[src/rtl/pixel_pkg.sv]
// Shared widths, FSM encodings and helpers for the pixel threshold engine.
// Imported by the engine top and its binarisation datapath.
package pixel_pkg;

  localparam int ADDR_W       = 14;
  localparam int DATA_W       = 32;
  localparam int PIX_W        = 8;
  localparam int PIX_PER_WORD = 4;
  localparam int BRIGHT_CNT_W = 17;
  localparam int CNT_W        = ADDR_W + 1;
  localparam int BE_W         = DATA_W / 8;

  localparam logic [CNT_W-1:0] MAX_WORDS = CNT_W'(1 << ADDR_W);

  typedef logic [2:0] state_t;

  localparam state_t ST_IDLE = 3'd0;
  localparam state_t ST_RD   = 3'd1;
  localparam state_t ST_WT   = 3'd2;
  localparam state_t ST_WR   = 3'd3;
  localparam state_t ST_DONE = 3'd4;

  // A request larger than the RAM would revisit words already binarised.
  function automatic logic [CNT_W-1:0] clamp_count(input logic [CNT_W-1:0] n);
    return (n > MAX_WORDS) ? MAX_WORDS : n;
  endfunction

endpackage

[src/rtl/pixel_binarize_word.sv]
// Combinational 4-lane pixel compare against a threshold, plus a count of
// the lanes that came out bright.
module pixel_binarize_word
  import pixel_pkg::*;
(
  input  logic [DATA_W-1:0] word,
  input  logic [PIX_W-1:0]  thr,
  output logic [DATA_W-1:0] result,
  output logic [2:0]        bright
);

  always_comb begin
    result = '0;
    bright = '0;
    for (int i = 0; i < PIX_PER_WORD; i++) begin
      if (word[i*PIX_W +: PIX_W] >= thr) begin
        result[i*PIX_W +: PIX_W] = '1;
        bright                   = bright + 3'd1;
      end
    end
  end

endmodule

[src/rtl/pixel_threshold_engine.sv]
// In-place binarisation of a word range of the shared pixel RAM through its
// second port: read, threshold each packed pixel, write back, count bright.
//
// state   | meaning
// IDLE    | waiting for start; one armed cycle after an accepted start
// RD      | read issued for cur_addr
// WT      | read data valid, result word and bright count registered
// WR      | result written back to cur_addr, address advances
// DONE    | sweep finished, done pulses
module pixel_threshold_engine
  import pixel_pkg::*;
(
  input  logic                    clk,
  input  logic                    reset,
  input  logic                    start,
  input  logic [ADDR_W-1:0]       base_addr,
  input  logic [CNT_W-1:0]        word_count,
  input  logic [PIX_W-1:0]        threshold,
  output logic                    busy,
  output logic                    done,
  output logic [BRIGHT_CNT_W-1:0] bright_count,
  output logic [ADDR_W-1:0]       address2,
  output logic                    chipselect2,
  output logic                    write2,
  output logic [DATA_W-1:0]       writedata2,
  output logic [BE_W-1:0]         byteenable2,
  output logic                    clken2,
  input  logic [DATA_W-1:0]       readdata2
);

  state_t            state;
  logic              armed;
  logic [ADDR_W-1:0] cur_addr;
  logic [CNT_W-1:0]  remaining;
  logic [PIX_W-1:0]  thr;
  logic [DATA_W-1:0] result;
  logic [DATA_W-1:0] bin_word;
  logic [2:0]        bin_bright;

  pixel_binarize_word u_binarize (
    .word   (readdata2),
    .thr    (thr),
    .result (bin_word),
    .bright (bin_bright)
  );

  always_ff @(posedge clk) begin
    if (reset) begin
      state        <= ST_IDLE;
      armed        <= 1'b0;
      cur_addr     <= '0;
      remaining    <= '0;
      thr          <= '0;
      result       <= '0;
      bright_count <= '0;
    end else begin
      case (state)
        ST_IDLE: begin
          // The armed cycle decouples input sampling from the first RAM access.
          if (armed) begin
            armed <= 1'b0;
            state <= (remaining == '0) ? ST_DONE : ST_RD;
          end else if (start) begin
            armed        <= 1'b1;
            cur_addr     <= base_addr;
            remaining    <= clamp_count(word_count);
            thr          <= threshold;
            bright_count <= '0;
          end
        end
        ST_RD: state <= ST_WT;
        ST_WT: begin
          result       <= bin_word;
          bright_count <= bright_count + BRIGHT_CNT_W'(bin_bright);
          state        <= ST_WR;
        end
        ST_WR: begin
          cur_addr  <= cur_addr + ADDR_W'(1);
          remaining <= remaining - CNT_W'(1);
          state     <= (remaining == CNT_W'(1)) ? ST_DONE : ST_RD;
        end
        ST_DONE: state <= ST_IDLE;
        default: state <= ST_IDLE;
      endcase
    end
  end

  assign busy = armed || (state == ST_RD) || (state == ST_WT) || (state == ST_WR);
  assign done = (state == ST_DONE);

  // Gating with reset keeps an interrupted sweep from committing its last word.
  assign chipselect2 = !reset && ((state == ST_RD) || (state == ST_WR));
  assign write2      = !reset && (state == ST_WR);
  assign address2    = cur_addr;
  assign writedata2  = result;
  assign byteenable2 = '1;
  assign clken2      = 1'b1;

endmodule
[config.mk]
export PLATFORM = sky130hd
export DESIGN_NAME = pixel_threshold_engine
export DESIGN_NICKNAME = d
export VERILOG_FILES = /design/src/rtl/pixel_pkg.sv /design/src/rtl/pixel_binarize_word.sv /design/src/rtl/pixel_threshold_engine.sv
export SDC_FILE = /design/constraint.sdc
export NUM_CORES = 1
export LEC_CHECK = 0
export ABC_CLOCK_PERIOD_IN_PS = 6350
export BUFFER_PORTS_ARGS = -buffer_cell sky130_fd_sc_hd__buf_2
export CORE_MARGIN = 4
export CORE_UTILIZATION = 45
export CTS_CLUSTER_SIZE = 40
export DETAILED_ROUTE_END_ITERATION = 12
export PLACE_DENSITY = 0.7
export SETUP_SLACK_MARGIN = 0.5
export SYNTH_ARGS = -nofsm -noshare
export SYNTH_HDL_FRONTEND = slang
export SYNTH_SLANG_ARGS = --single-unit
[constraint.sdc]
create_clock -name clk -period 6.35 [get_ports clk]
set_input_delay 0.3175 -clock clk [delete_from_list [all_inputs] [get_ports clk]]
set_output_delay 0.3175 -clock clk [all_outputs]
set_load 0.05 [all_outputs]
==> summary.md, run 1 <==
## Yosys
* simple-gate portion of the synthesized area: 0.2124
* sequential element share of the synthesized area: 0.2787
* share of synthesized cell area in full adder, half adder and majority cells: 0.1225
* parity-gate share of the synthesized area counting xor and xnor cells: 0.03539
* share of the synthesized area in compound gates (AO/OA/AOI/OAI): 0.2202
* number of different library cells in the post-synthesis netlist: 70
* Syn Std Cell Area: 4454 sq um
* number of standard cells after synthesis: 536
* dominant combinational cell family by area after synthesis: compound AO/OA/AOI/OAI gates
* number of enable flip-flop cells after synthesis: 0
* predominant post-synthesis flop cell: dfxtp_1
* Mean Syn Cell Area: 8.310 sq um
* synthesized flop and latch total: 62
* share of synthesized flip-flops with an asynchronous set or reset: 0
* warnings from Yosys: 0
* mux share of post-synthesis cell area: 0.02303

## STA
* pin slew with the least headroom to its limit: 1.214 ns
* headroom to the max-slew limit: 0.1842
* timing-limited maximum frequency: 214.7 MHz
* final clock skew: 0.008135 ns
* hold violation count in the final report: 0
* portion of the clock cycle consumed by the worst path in the final layout: 0.7334
* fin crit period: 4.657 ns
* setup total negative slack: 0 ns
* max-slew violation total from the final report: 0
* total of endpoints with negative setup slack in the final report: 0
* Setup WS post-layout: 1.693 ns
* RSZ-0062 raised after global routing: false

## Global routing
* vias in the first global route: 3,871
* total congestion overflow after global routing: 0
* gr busiest metal: met2
* pin count of the biggest net entering global routing: 53
* global routing met3 resource utilization: 0.03959
* initial antenna violation count: 0
* met2 Track Usage GR: 0.3193
* first-pass GRT wire length: 18,420 um
* aggregate global-route resource usage: 0.1956
* GR Layer Usage met1: 0.2594

## Clock tree
* total number of clock tree sinks: 62
* Post-CTS Hold Fix Bufs: 0
* number of buffers added by the clock tree synthesis step: 9
* Post CTS Setup Buffer Count: 0
* TritonCTS clock tree: done
* clock-pin transition on the worst setup and hold timing paths: 0.07 ns
* count of H-tree levels built during CTS: 3
* CTS Buffer Depth: 2
* root cell of the clock tree: clkbuf_8
* clock insertion delay at the later pin of the skew report: 0.35 ns
* Resized cells post-CTS: 0

## Finish
* layout net count: 748
* Core Util, Final: 0.5350
* area added between synthesis and finish: 16.32%
* commonest non-fill, non-tap cells in the layout: 138 x buf_2, 62 x dfxtp_1, 53 x nor2_1
* number of antenna repair diodes: 0
* commonest non-fill, non-tap cell in the layout: buf_2
* non-filler instance count after layout: 771
* fraction of layout cells with a size suffix above 1: 0.2633

## Critical path
* data arrival time of the critical path: 4.86 ns
* largest fanout of any net on the critical path: 8
* CP Class: reg -> reg
* Crit. End Element: flop
* endpoint required time on the critical path: 6.56 ns
* kind of start point of the critical path: flop

## Pwr
* relative contribution of sequential cells to total power: 0.282
* clock network fraction of total power: 0.224
* power density over the cells: 364.0 nW/um^2
* share of total power in combinational logic: 0.495
* net switching power: 887.8 uW
* switching share of total power: 0.4707
* static leakage: 0.002310 uW
* worst voltage drop across the vdd grid: 0.1664 mV
* cell-internal power: 998.4 uW
* Power, Total: 1886 uW

## Placed design
* HPWL Detailed: 8328 um
* number of I/O port buffers: 138
* Setup WS pre-CTS: 1.791 ns
* Final Wtd Congestion: 0.8650
* Placed Instances: 755

## Route
* Vias: 4,221
* Initial DRC Count: 283
* drc violations: 0
* post-route antenna net violation count: 0
* Via-to-Cell Ratio: 5.475
* number of detailed-route iterations in the first pass: 5
* WL final: 11,500 um
* wire per inst: 14.92 um

## Job
* number of maximum-capacitance constraint violations: 0

## Status
* outcome: finished, final reports clean

## Floorplan
* initial core utilization: 0.4599
* area of the die: 11,550 sq um
* DIE WIDTH: 107.5 um
* io pins: 144
* Core Rows: 36
* Die Height: 107.5 um
* placeable core area: 9684 sq um

## Worst hold path
* worst hold-check path type: in -> reg

[cells by family (layout without fill, tap and decap cells)]
logic type                 after synthesis  in the layout
and+or+nand+nor                        178            178
AOI/OAI and AO/OA                      143            143
buffers and inverters                   81            179
DFF                                     62             62
adders and majority gates               43             43
xor gates and xnor gates                18             18
muxes                                   10             10
other                                    1              5
[power groups by stage]
| stage | clock (uW) | sequential, uW | combinational, uW |
|---|---|---|---|
| 6_report | 422 | 531 | 933 |
| 2_1_floorplan | 0 | 620 | 723 |
| 4_1_cts | 431 | 530 | 939 |
| 5_1_grt | 452 | 543 | 1020 |
| 3_5_place_dp | 0 | 539 | 933 |
| 3_3_place_gp | 0 | 535 | 912 |
[worst paths after layout]
check | start | to | slack [ns] | cells past startpoint
worst min register to register | remaining[13] | remaining[13] | 0.48 | 2
worst min-delay path | word_count[10] | remaining[10] | 0.19 | 2
worst max register to register | thr[6] | bright_count[13] | 1.69 | 16
worst max-delay path | thr[6] | bright_count[13] | 1.69 | 16
[worst max-delay path, cell delays in order, from the launching register on]
cell and delay [ns]:
dfxtp_1 0.33, inv_1 0.10, ha_1 0.31, a21o_1 0.18, a221oi_1 0.31, a21boi_1 0.48, ha_1 0.34, xnor2_1 0.27
ha_1 0.19, o21ai_0 0.11, xnor2_1 0.26, ha_1 0.29, and3_1 0.18, a211oi_1 0.74, nor4b_1 0.18, xnor2_1 0.18
nor2_1 0.06
[metal layers]
metal | up-vias | part of all wire
met5 | - | 0
met3 | 14 | 0.059
met2 | 131 | 0.47
met4 | 0 | 0.013
li1 | 2117 | -
met1 | 1959 | 0.45
[cells in the mapped netlist, types with 16 or more instances]
master / n / area, sq um
a211oi_1: 17 / 127.6
a21oi_1: 31 / 155.2
buf_4: 34 / 255.2
dfxtp_1: 62 / 1241
ha_1: 42 / 525.5
inv_1: 23 / 86.33
nand2_1: 26 / 97.59
nand3_1: 16 / 80.08
nor2_1: 53 / 198.9
nor3_1: 16 / 80.08
o21ai_0: 33 / 165.2
xnor2_1: 18 / 157.7
[area by class of cell]
| class | instances | area (sq um) |
|---|---|---|
| Timing Repair Buffer | 140 | 705.7 |
| Clock inverter | 4 | 95.09 |
| Multi-Input combinational cell | 397 | 2751 |
| Tap cell | 133 | 166.4 |
| Inverter | 23 | 86.33 |
| Clock buffer | 12 | 135.1 |
| Fill cell | 957 | 4503 |
| Sequential cell | 62 | 1241 |
[state kept, by name, summed over array words and instances, names as in the netlist]
signal        cells
bright_count     17
address2         14
writedata2        4
armed             1
remaining        15
state             3
thr               8
[per-stage QoR]
step	instance area, sq um	hold WS, ns
after floorplan	4469	0.4344
after global placement	4951	0.4722
after detailed placement	4951	0.4712
after CTS	5181	0.1738
after global routing	5181	0.1830
final	5181	0.1862
(Power assumes the default switching activity.)
==> run 2, diff against run 1 <==
--- a/config.mk
+++ b/config.mk
@@ -5,13 +5,13 @@
 export SDC_FILE = /design/constraint.sdc
 export NUM_CORES = 1
 export LEC_CHECK = 0
-export ABC_CLOCK_PERIOD_IN_PS = 6350
+export ABC_CLOCK_PERIOD_IN_PS = 3990
 export BUFFER_PORTS_ARGS = -buffer_cell sky130_fd_sc_hd__buf_2
 export CORE_MARGIN = 4
 export CORE_UTILIZATION = 45
 export CTS_CLUSTER_SIZE = 40
 export DETAILED_ROUTE_END_ITERATION = 12
-export PLACE_DENSITY = 0.7
+export PLACE_DENSITY = 0.73
 export SETUP_SLACK_MARGIN = 0.5
 export SYNTH_ARGS = -nofsm -noshare
 export SYNTH_HDL_FRONTEND = slang
==> constraint.sdc (replaced) <==
create_clock -name clk -period 3.99 [get_ports clk]
set_input_delay 0.1995 -clock clk [delete_from_list [all_inputs] [get_ports clk]]
set_output_delay 0.1995 -clock clk [all_outputs]
set_load 0.05 [all_outputs]
==> summary.md, run 2 (synthesized netlist as in run 1, its figures left out) <==
## Clock tree
* TritonCTS clock tree: done
* clock insertion delay at the later pin of the skew report: 0.33 ns
* Post-CTS Hold Fix Bufs: 0
* count of H-tree levels built during CTS: 3
* root cell of the clock tree: clkbuf_8
* number of buffers added by the clock tree synthesis step: 9
* clock-pin transition on the worst setup and hold timing paths: 0.07 ns
* total number of clock tree sinks: 62
* CTS Buffer Depth: 2

## Floorplan
* io pins: 144
* area of the die: 11,550 sq um
* placeable core area: 9684 sq um
* DIE WIDTH: 107.5 um
* Core Rows: 36
* initial core utilization: 0.4599
* Die Height: 107.5 um

## STA
* fin crit period: 3.539 ns
* final clock skew: 0.009683 ns
* total of endpoints with negative setup slack in the final report: 0
* RSZ-0062 raised after global routing: true
* setup total negative slack: 0 ns
* hold violation count in the final report: 0
* WHS: 0.09829 ns
* max-slew violation total from the final report: 0
* headroom to the max-slew limit: 0.1266
* pin slew with the least headroom to its limit: 1.304 ns
* portion of the clock cycle consumed by the worst path in the final layout: 0.8870
* Setup WS post-layout: 0.4509 ns
* timing-limited maximum frequency: 282.6 MHz

## Placed design
* HPWL Detailed: 8462 um
* Setup WS pre-CTS: 0.1110 ns
* placed cell areas: 4987 sq um
* number of I/O port buffers: 138
* Final Wtd Congestion: 0.8201

## Finish
* commonest non-fill, non-tap cells in the layout: 138 x buf_2, 56 x dfxtp_1, 52 x nor2_1
* post-route cell area: 5725 sq um
* sequential cell area: 1249 sq um
* Core Util, Final: 0.5912
* fraction of layout cells with a size suffix above 1: 0.3740
* commonest non-fill, non-tap cell in the layout: buf_2
* number of antenna repair diodes: 0
* area taken by multi-input logic gates: 3151 sq um
* layout net count: 766
* largest reg by FF count: bright_count
* number of flip-flops in the largest register: 17
* fillers: 867
* area added between synthesis and finish: 28.54%

## Global routing
* total congestion overflow after global routing: 0
* pin count of the biggest net entering global routing: 53
* initial antenna violation count: 0
* first-pass GRT wire length: 19,920 um
* vias in the first global route: 4,183
* aggregate global-route resource usage: 0.2099

## Route
* WL final: 12,410 um
* post-route antenna net violation count: 0
* Via-to-Cell Ratio: 5.563
* drc violations: 0
* Initial DRC Count: 177
* wire per inst: 15.75 um
* number of detailed-route iterations in the first pass: 5
* Vias: 4,384

## Pwr
* static leakage: 0.002521 uW
* worst voltage drop across the vdd grid: 0.3273 mV
* power density over the cells: 568.3 nW/um^2

## Job
* number of maximum-capacitance constraint violations: 0

## Status
* outcome: finished, final reports clean

## Critical path
* largest fanout of any net on the critical path: 4
* endpoint required time on the critical path: 4.17 ns
* kind of start point of the critical path: flop
* CP Class: reg -> reg
* data arrival time of the critical path: 3.71 ns
* Crit. End Element: flop

## Worst hold path
* worst hold-check path type: in -> reg

run 2: where the power goes:
group          switching (uW)  total (uW)  internal (uW)
Combinational            1150        1780            621
Clock                     249         630            381
Sequential                130         848            718
Total                    1530        3250           1720
run 2: worst paths after layout:
kind                            cells after the start  slack, ns               to           from
worst max-delay path                               17       0.45  bright_count[7]         thr[6]
worst min-delay path                                2        0.1     remaining[9]  word_count[9]
worst max register to register                     17       0.45  bright_count[7]         thr[6]
worst min register to register                      2       0.49    remaining[13]  remaining[13]
run 2: layer usage:
metal / track usage / up-vias / routed length, um
met5: 0 / - / 0
met3: 0.04259 / 18 / 771
met4: 0.04959 / 0 / 171
met2: 0.3606 / 166 / 6110
li1: - / 2153 / -
met1: 0.2701 / 2047 / 5361
run 2: through the flow:
step	power [uW]	instances
2_1_floorplan	2155	540
3_3_place_gp	2313	755
3_5_place_dp	2359	755
4_1_cts	3177	784
5_1_grt	3460	788
6_report	3254	788
run 2: worst max-delay path, stage by stage (launching register included):
cell and delay [ns]:
dfxtp_2 0.33, inv_4 0.09, ha_4 0.21, a21o_1 0.16
a221oi_2 0.25, a21boi_4 0.28, ha_4 0.26, xnor2_4 0.21
ha_4 0.16, o21ai_2 0.06, xnor2_2 0.25, ha_4 0.26
and3_4 0.17, a211oi_4 0.18, buf_4 0.17, nor3_4 0.04
xnor2_1 0.22, nor2_1 0.09
run 2: area by class of cell:
type,count,share of cell area
Inverter,23,0.01639
Clock inverter,4,0.01224
Multi-Input combinational cell,397,0.5503
Sequential cell,62,0.2181
Clock buffer,11,0.02644
Timing Repair Buffer,158,0.1475
Tap cell,133,0.02906
run 2: what timing repair did:
| action | 4_1_cts | 5_1_grt |
|---|---|---|
| cloned | 0 | 0 |
| setup endpoints to repair | 14 | 14 |
| buffers inserted | 14 | 4 |
| gates resized for setup | 55 | 17 |
| pin swaps | 24 | 20 |
